--- src/rtl/sar_scan_sequencer.sv ---
// sar_scan_sequencer
//   Round-robin scan controller for a successive-approximation ADC. For each
//   enabled channel it selects the analog mux input, holds the sample/hold
//   switch closed, releases the SAR register's reset so it converts, and
//   captures the code when the SAR reports done. Results leave through a
//   one-entry valid/ready buffer tagged with their channel.
//
// Ports
//   clk, reset            system clock, synchronous active-high reset
//   enable                1 = keep scanning; 0 = stop after the current conversion
//   ch_mask[NUM_CH]       channels included in the scan
//   sar_done, sar_data    done flag and code from the SAR register
//   sar_reset             holds the SAR register at its initial code while high
//   sample                sample/hold switch closed
//   mux_sel               analog mux channel select
//   result_valid/ready    output buffer handshake
//   result_data/ch        captured code and the channel it came from
//   overrun               sticky: a result was dropped on a full buffer
//   timeout_err           sticky: a conversion never reported done
module sar_scan_sequencer #(
    parameter int SIZE          = 3,
    parameter int NUM_CH        = 4,
    parameter int SAMPLE_CYCLES = 2,
    parameter int TIMEOUT       = 8
) (
    input  logic                      clk,
    input  logic                      reset,
    input  logic                      enable,
    input  logic [NUM_CH-1:0]         ch_mask,
    input  logic                      sar_done,
    input  logic [SIZE-1:0]           sar_data,
    output logic                      sar_reset,
    output logic                      sample,
    output logic [$clog2(NUM_CH)-1:0] mux_sel,
    output logic                      result_valid,
    input  logic                      result_ready,
    output logic [SIZE-1:0]           result_data,
    output logic [$clog2(NUM_CH)-1:0] result_ch,
    output logic                      overrun,
    output logic                      timeout_err
);

    localparam int CW  = $clog2(NUM_CH);
    localparam int SCW = $clog2(SAMPLE_CYCLES + 1);
    localparam int TCW = $clog2(TIMEOUT);

    localparam logic [SCW-1:0] SAMP_INIT = SCW'(SAMPLE_CYCLES);
    localparam logic [TCW-1:0] TO_LAST   = TCW'(TIMEOUT - 1);
    localparam logic [CW-1:0]  CH_LAST   = CW'(NUM_CH - 1);

    typedef enum logic [1:0] {
        IDLE    = 2'd0,
        SAMPLE  = 2'd1,
        CONVERT = 2'd2,
        CAPTURE = 2'd3
    } state_t;

    state_t          state_q, state_d;
    logic [SCW-1:0]  samp_cnt;
    logic [TCW-1:0]  to_cnt;
    logic [CW-1:0]   last_ch;
    logic [CW-1:0]   pick_ch;
    logic            pick_found;
    logic            start;
    logic            to_fire;
    logic            cap;

    // Round-robin pick: walk offsets from the farthest down to 1 so the
    // nearest enabled channel above last_ch is the last one written.
    always_comb begin
        int          idx;
        logic [CW-1:0] sel;
        pick_found = 1'b0;
        pick_ch    = '0;
        idx        = 0;
        sel        = '0;
        for (int i = NUM_CH; i >= 1; i--) begin
            idx = int'(last_ch) + i;
            if (idx >= NUM_CH) idx = idx - NUM_CH;
            sel = CW'(idx);
            if (ch_mask[sel]) begin
                pick_found = 1'b1;
                pick_ch    = sel;
            end
        end
    end

    always_ff @(posedge clk) begin
        if (reset) state_q <= IDLE;
        else       state_q <= state_d;
    end

    always_comb begin
        state_d   = state_q;
        sar_reset = 1'b1;
        sample    = 1'b0;
        start     = 1'b0;
        to_fire   = 1'b0;
        cap       = 1'b0;
        case (state_q)
            IDLE: begin
                if (enable && pick_found) begin
                    start   = 1'b1;
                    state_d = SAMPLE;
                end
            end
            SAMPLE: begin
                sample = 1'b1;
                if (samp_cnt == SCW'(1)) state_d = CONVERT;
            end
            CONVERT: begin
                sar_reset = 1'b0;
                // The SAR is still leaving reset on the first cycle; its done
                // flag is not trustworthy until the counter has moved.
                if (sar_done && (to_cnt != '0)) begin
                    state_d = CAPTURE;
                end else if (to_cnt == TO_LAST) begin
                    to_fire = 1'b1;
                    state_d = IDLE;
                end
            end
            CAPTURE: begin
                cap     = 1'b1;
                state_d = IDLE;
            end
            default: state_d = IDLE;
        endcase
    end

    always_ff @(posedge clk) begin
        if (reset) begin
            samp_cnt     <= '0;
            to_cnt       <= '0;
            last_ch      <= CH_LAST;
            mux_sel      <= '0;
            result_valid <= 1'b0;
            result_data  <= '0;
            result_ch    <= '0;
            overrun      <= 1'b0;
            timeout_err  <= 1'b0;
        end else begin
            if (start) begin
                mux_sel  <= pick_ch;
                samp_cnt <= SAMP_INIT;
            end else if (state_q == SAMPLE) begin
                samp_cnt <= samp_cnt - SCW'(1);
            end

            if (state_q == CONVERT) to_cnt <= to_cnt + TCW'(1);
            else                    to_cnt <= '0;

            // An abandoned channel still advances the round robin.
            if (to_fire) begin
                timeout_err <= 1'b1;
                last_ch     <= mux_sel;
            end

            if (cap) begin
                last_ch <= mux_sel;
                if (!result_valid || result_ready) begin
                    result_data  <= sar_data;
                    result_ch    <= mux_sel;
                    result_valid <= 1'b1;
                end else begin
                    overrun <= 1'b1;
                end
            end else if (result_valid && result_ready) begin
                result_valid <= 1'b0;
            end
        end
    end

endmodule

--- config.mk ---
export PLATFORM = sky130hd
export DESIGN_NAME = sar_scan_sequencer
export DESIGN_NICKNAME = d
export VERILOG_FILES = /design/src/rtl/sar_scan_sequencer.sv
export SDC_FILE = /design/constraint.sdc
export NUM_CORES = 1
export LEC_CHECK = 0
export ABC_CLOCK_PERIOD_IN_PS = 1500
export BUFFER_PORTS_ARGS = -buffer_cell sky130_fd_sc_hd__buf_2
export CAP_MARGIN = 30
export CORE_MARGIN = 8
export CORE_UTILIZATION = 25
export CTS_CLUSTER_SIZE = 8
export DETAILED_ROUTE_END_ITERATION = 12
export PLACE_DENSITY = 0.47
export SLEW_MARGIN = 20
export SYNTH_ARGS = -nofsm -noshare
export SYNTH_HDL_FRONTEND = slang
export SYNTH_SLANG_ARGS = --single-unit
--- constraint.sdc ---
create_clock -name clk -period 1.5 [get_ports clk]
set_clock_uncertainty 0.05 [all_clocks]
set_input_delay 0.15 -clock clk [delete_from_list [all_inputs] [get_ports clk]]
set_output_delay 0.15 -clock clk [all_outputs]
set_load 0.1 [all_outputs]
==> impl_results.md, run 1 <==
* Psw at 0.000282 W
* Worst Min Path Start: sar_data[2]
* Crit end category: primary output
* Final worst slack at 0.0781 ns
* Worst-case clock buffer depth at 2
* Sequential area share after synthesis at 0.446
* Commonest cells after routing, fill and taps aside: buf_2 (21), dfxtp_1 (16), inv_1 (12)
* Row cnt at 21
* PD cells at 890 mW/mm²
* Initial DRT Pass Iterations at 4
* IR drop worst, VDD at 0.000276 V
* I/O pins at 24
* Vias at 764
* Post-Synth XOR/XNOR Area at 0
* Lkg Pwr at 0.496 nW
* Cells after Synth at 97
* Run status: finished, final reports clean
* Vias in the first global route at 813
* Slew Viols, Final at 0
* Post-DP Area at 0.00104 mm²
* Clock transition at the registers of the reported paths at 0.10 ns
* Kind of critical path: flop to primary output
* Fin crit period at 1.42 ns
* Crit-path cells: nor2b_2 > inv_1 > buf_6
* Hold Violations, Final at 0
* Routed wire length at slightly above 2000 µm
* Crit Reg-Reg Startpoint: to_cnt[0]
* Area delta synth->final at 26.8%
* Die W at approximately 74 µm
* Initial antenna violation count at 0
* Global-route wire length before repair at 3460 µm
* RSZ-0062 raised after global routing: false
* Synthesized Nets at 113
* Clock sinks at 19
* Hold Crit Class: primary input to flop
* Largest family of logic cells by synthesized area: compound AO/OA/AOI/OAI gates
* Routed Antenna Nets at 0
* Int Pwr at 0.000681 W
* Die height at 74.4 µm
* Port Buffer Count at 23
* Synth cell types at 28
* Vias per Instance at ~4.5
* WL/cell at 12.0 µm
* Total core area at 0.00331 mm²
* Yosys Warn Count at 0
* Combinational share of power at 0.180
* WP data arrival at 1.22 ns
* Clock Latency Late Sink at 0.29 ns
* Largest net degree at the start of global routing at 18
* Slowest-stage cell, CP: dfxtp_4
* Residual DRC count at 0
* Synthesized cell area at 853 µm²
* Die area at 0.00554 mm²
* Max-cap violations at 0
* Final nets at 139
* Share of cells above drive strength 1 at 0.295
* Total CTS buffers at 3
* GPL Wtd Cong at 0.724
* Gr ovfl total at 0
* Worst rel slew slack at 0.673
* Fin area at 0.00108 mm²
* Part of the power in registers at 0.554
* Avg Cell Area, Syn at slightly below 9 µm²
* Sw frac at 0.293
* Diode count at 0
* Final Power at 0.000963 W
* FF+latch count, synth at 19
* Total GRT Usage at 0.0780
* Least-Margin Pin Slew at ~0.49 ns
* Initial DRC count at 14
* CTS HTree Levels at 1
* Post-synthesis simple-gate area fraction at 0.141
* FMAX at 0.703 GHz
* Clock share of power at 0.265
* Multiplexer share of the synthesized area at 0.0587
* Startpoint types: flop
* Max stage delay on crit path at 0.40 ns
* Worst slack, placed at about 0.053 ns
* Critical Path Source: state_q[1]
* Clk root buf: clkbuf_4
* Final setup vio count at 0
* R2r setup slk at 0.11 ns
* Worst path required time at between 1 and 1.5 ns
* CTS tree: yes
* Final worst path period share at 0.948
* Post-Synth Adder-Cell Area at 0.0587
* HPWL after DPL at 1550 µm
* WP buf/inv at 2
* Layout Cells excl Fill at 168
* Most common cell after layout, fill and taps aside: buf_2
* Synth Area in Compound Gates at 0.226
* Starting density of the core at 0.258
* Placed Cells at ~160
* CP top delay family: flip-flops
* CP max FO at 12
-- tightest hold or removal path, cell delays in order --
cell,delay (ns)
buf_2,0.07
mux2i_1,0.05
nor2_1,0.07
-- flip-flops by register name, indices dropped and copies added, names as in the netlist, 2 cells and up --
signal,cells
result_data,3
to_cnt,3
last_ch,2
mux_sel,2
result_ch,2
samp_cnt,2
state_q,2
-- power by group through the flow --
stage	combinational (W)	clock [W]	sequential, W
final	0.000173	0.000256	0.000534
after global routing	0.000187	0.000291	0.000538
after CTS	0.000175	0.000269	0.000534
after detailed placement	0.000173	0	0.000547
after global placement	0.000172	0	0.000546
after floorplan	0.0000923	0	0.000572
-- synth_stat cells, drive strengths merged --
library cell / number / share of area
and2: 1 / 0.0088
or3: 2 / 0.021
a32oi: 1 / 0.010
nor2: 12 / 0.056
a32o: 1 / 0.012
clkbuf: 2 / 0.0088
mux2i: 5 / 0.059
a31oi: 2 / 0.015
dfxtp: 19 / 0.45
o41ai: 1 / 0.019
and3: 2 / 0.015
ha: 4 / 0.059
o311a: 1 / 0.012
o21a: 1 / 0.0088
nor3: 1 / 0.0059
o22ai: 2 / 0.015
o21ai: 8 / 0.047
a21oi: 10 / 0.059
o31a: 1 / 0.010
inv: 12 / 0.053
nand2b: 1 / 0.0073
a21boi: 1 / 0.0088
nand2: 3 / 0.013
a2bb2oi: 1 / 0.010
buf: 1 / 0.0088
nor2b: 2 / 0.015
-- cell families (layout without fill, tap and decap cells) --
family	Yosys count	in the layout
simple gates	24	24
mux	5	5
fa+ha+maj	4	4
buf+inv	15	40
flops	19	19
compound gates	30	30
-- metrics by stage --
step | utilization | hold slack (ns) | setup TNS [ns]
3_5_place_dp | 0.315 | 0.343 | 0
5_1_grt | 0.327 | 0.0284 | 0
4_1_cts | 0.325 | 0.0254 | 0
2_1_floorplan | - | 0.247 | -0.0821
6_report | 0.327 | 0.0365 | 0
3_3_place_gp | 0.315 | 0.337 | 0
-- per-layer routing --
layer | GRT usage | vias up | wire length [µm]
li1 | - | 386 | -
met1 | 0.0912 | 355 | 974
met2 | 0.125 | 21 | 889
met3 | 0.0270 | 2 | 129
met4 | 0.0348 | 0 | 17
met5 | 0 | - | 0
-- area by class of cell --
| cell class | count | area (µm²) |
|---|---|---|
| Tap cell | 46 | 57.6 |
| Multi-Input combinational cell | 63 | 423 |
| Inverter | 12 | 45.0 |
| Fill cell | 370 | 2230 |
| Timing Repair Buffer | 24 | 144 |
| Sequential cell | 19 | 387 |
| Clock buffer | 4 | 26.3 |
-- final timing paths --
check                   end  depth (start not counted)
max               sar_reset                          3
min          result_data[2]                          3
max reg2reg      last_ch[0]                          6
min reg2reg       to_cnt[0]                          1
-- timing repair --
item,in CTS,in global routing
gates resized for setup,4,3
cloned,0,0
endpoints found under the setup margin,2,2
setup buffers,0,0
hold buffers,0,0
No activity file was read; power rests on OpenSTA's default activity.
==> run 2: changes to the inputs <==
--- a/config.mk
+++ b/config.mk
@@ -8,10 +8,12 @@
 export ABC_CLOCK_PERIOD_IN_PS = 1500
 export BUFFER_PORTS_ARGS = -buffer_cell sky130_fd_sc_hd__buf_2
 export CAP_MARGIN = 30
+export CORE_ASPECT_RATIO = 1.4
 export CORE_MARGIN = 8
 export CORE_UTILIZATION = 25
 export CTS_CLUSTER_SIZE = 8
 export DETAILED_ROUTE_END_ITERATION = 12
+export GPL_ROUTABILITY_DRIVEN = 0
 export PLACE_DENSITY = 0.47
 export SLEW_MARGIN = 20
 export SYNTH_ARGS = -nofsm -noshare
==> constraint.sdc (replaced) <==
create_clock -name clk -period 1.5 [get_ports clk]
set_clock_uncertainty 0.05 [all_clocks]
set_input_delay 0.15 -clock clk [delete_from_list [all_inputs] [get_ports clk]]
set_output_delay 0.15 -clock clk [all_outputs]
set_load 0.01 [all_outputs]
==> run 2 against run 1 <==
Against the previous run: die area rose by 0.47%; sequential power barely moved; final area fell by 2.2%; non-clock buffer count did not move; utilization fell by 0.77 points; power rose by 2.3%; first-iteration DRC count rose to 3.1 times the previous value; largest power group unchanged; highest routed layer unchanged.
==> impl_results.md, run 2 (same netlist as run 1, synthesis figures left out) <==
* Largest net degree at the start of global routing at 18
* Worst hold slack at 0.0823 ns
* Area delta synth->final at 24.0%
* CTS tree: yes
* PD cells at around 930 mW/mm²
* Total core area at 0.00332 mm²
* Slew Viols, Final at 0
* Die W at 65.4 µm
* Share of cells above drive strength 1 at 0.270
* Crit end category: primary output
* Post-CTS Setup Bufs at 0
* Total CTS buffers at 3
* Clock Latency Late Sink at 0.25 ns
* HPWL after DPL at ~1600 µm
* Clock sinks at 19
* Combinational share of power at 0.107
* Worst path required time at approximately 1.3 ns
* Sw frac at 0.238
* Lkg Pwr at approximately 0.50 nW
* Final worst path period share at 0.913
* Vias per Instance at 4.52
* RSZ-0062 raised after global routing: false
* Vias at about 730
* Total GRT Usage at 0.0762
* IR drop worst, VDD at 0.000391 V
* FMAX at about 0.73 GHz
* Initial DRC count at 43
* Worst-case clock buffer depth at 2
* FILL cells at 378
* Diode count at 0
* Clock transition at the registers of the reported paths at 0.07 ns
* CP max FO at 8
* Final setup vio count at 0
* I/O pins at 24
* Final core occ at 0.319
* Commonest cells after routing, fill and taps aside: buf_2 (23), dfxtp_1 (18), inv_1 (12)
* Largest registers in the final layout: result_data: 3 flops, to_cnt: 3 flops
* Gr ovfl total at 0
* Die height at about 85 µm
* Hold Crit Class: primary input to flop
* WP buf/inv at 2
* Part of the power in registers at 0.542
* Least-Margin Pin Slew at 0.353 ns
* Psw at 0.000234 W
* Kind of critical path: flop to primary output
* Starting density of the core at 0.257
* Clk root buf: clkbuf_8
* Run status: finished, final reports clean
* Max stage delay on crit path at around 0.46 ns
* Vias in the first global route at 764
* Int Pwr at ~0.00075 W
* CTS HTree Levels at 1
* Row cnt at 25
* Die area at 0.00557 mm²
* Startpoint types: flop
* Fin crit period at 1.37 ns
* Residual DRC count at 0
* Most common cell after layout, fill and taps aside: buf_2
* Worst rel slew slack at 0.764
* Port Buffer Count at 23
* Initial antenna violation count at 0
* Crit-path cells: inv_1 > nor2_1 > buf_2
* Max-cap violations at 0
* Final nets at 139
* Slowest-stage cell, CP: dfxtp_1
* Hold Violations, Final at 0
* Clock share of power at 0.351
* CP top delay family: flip-flops
* Global-route wire length before repair at 3360 µm
* WP data arrival at 1.17 ns
* Setup TNS at 0 ns
* Routed Antenna Nets at 0
* WL/cell at 12.2 µm
* Initial DRT Pass Iterations at 4
* Routed wire length at 1970 µm
## run 2: cell types whose count changed in the layout (fill, tap and decap cells not counted), sizes merged
cell	delta
clkinv	+1
clkbuf	-1
## run 2: final timing paths
path                                  start              to  slack (ns)  depth (start not counted)
worst max register to register    to_cnt[0]      state_q[1]        0.15                          5
worst min-delay path            sar_data[0]  result_data[0]        0.08                          3
worst max-delay path             state_q[0]          sample        0.13                          3
worst min register to register    to_cnt[0]       to_cnt[0]        0.42                          1
## run 2: metal layers
| layer | part of all wire | track usage |
|---|---|---|
| met1 | 0.42 | 0.0773 |
| met2 | 0.53 | 0.132 |
| met5 | 0 | 0 |
| met4 | 0.020 | 0.0598 |
| met3 | 0.032 | 0.0132 |
## run 2: stage by stage
stage / std cells / total power, W / setup slack [ns] / cell area [µm²]
after floorplan: 97 / 0.000607 / 0.240 / 853
after global placement: 158 / 0.000649 / 0.126 / 1010
after detailed placement: 158 / 0.000651 / 0.134 / 1010
after CTS: 162 / 0.00101 / 0.105 / 1060
after global routing: 162 / 0.00104 / 0.00100 / 1060
final: 162 / 0.000985 / 0.131 / 1060
## run 2: tightest hold or removal path: stages
cell     delay (ns)
buf_2          0.07
mux2i_1        0.05
nor2_1         0.07
## run 2: cell type report
cell class | count | area [µm²] | share of cell area
tap | 40 | 50.0 | 0.0473
clock inverter | 1 | 5.00 | 0.00473
sequential | 19 | 382 | 0.361
clock buffer | 3 | 41.3 | 0.0390
timing repair buffer | 24 | 123 | 0.116
multi-input combinational | 63 | 413 | 0.390
inverter | 12 | 45.0 | 0.0426
## run 2: power by group through the flow
stage / Combinational [W] / Clock (W) / Sequential [W]
finish: 0.000105 / 0.000346 / 0.000534
detailed placement: 0.000105 / 0 / 0.000546
global placement: 0.000104 / 0 / 0.000545
global route: 0.000120 / 0.000382 / 0.000536
CTS: 0.000106 / 0.000365 / 0.000534
floorplan: 0.0000649 / 0 / 0.000542
## run 2: what timing repair did
action                     CTS  global route
hold buffers                 0             0
pin swaps                    0             0
resized for setup            1             1
setup endpoints to repair    1             2
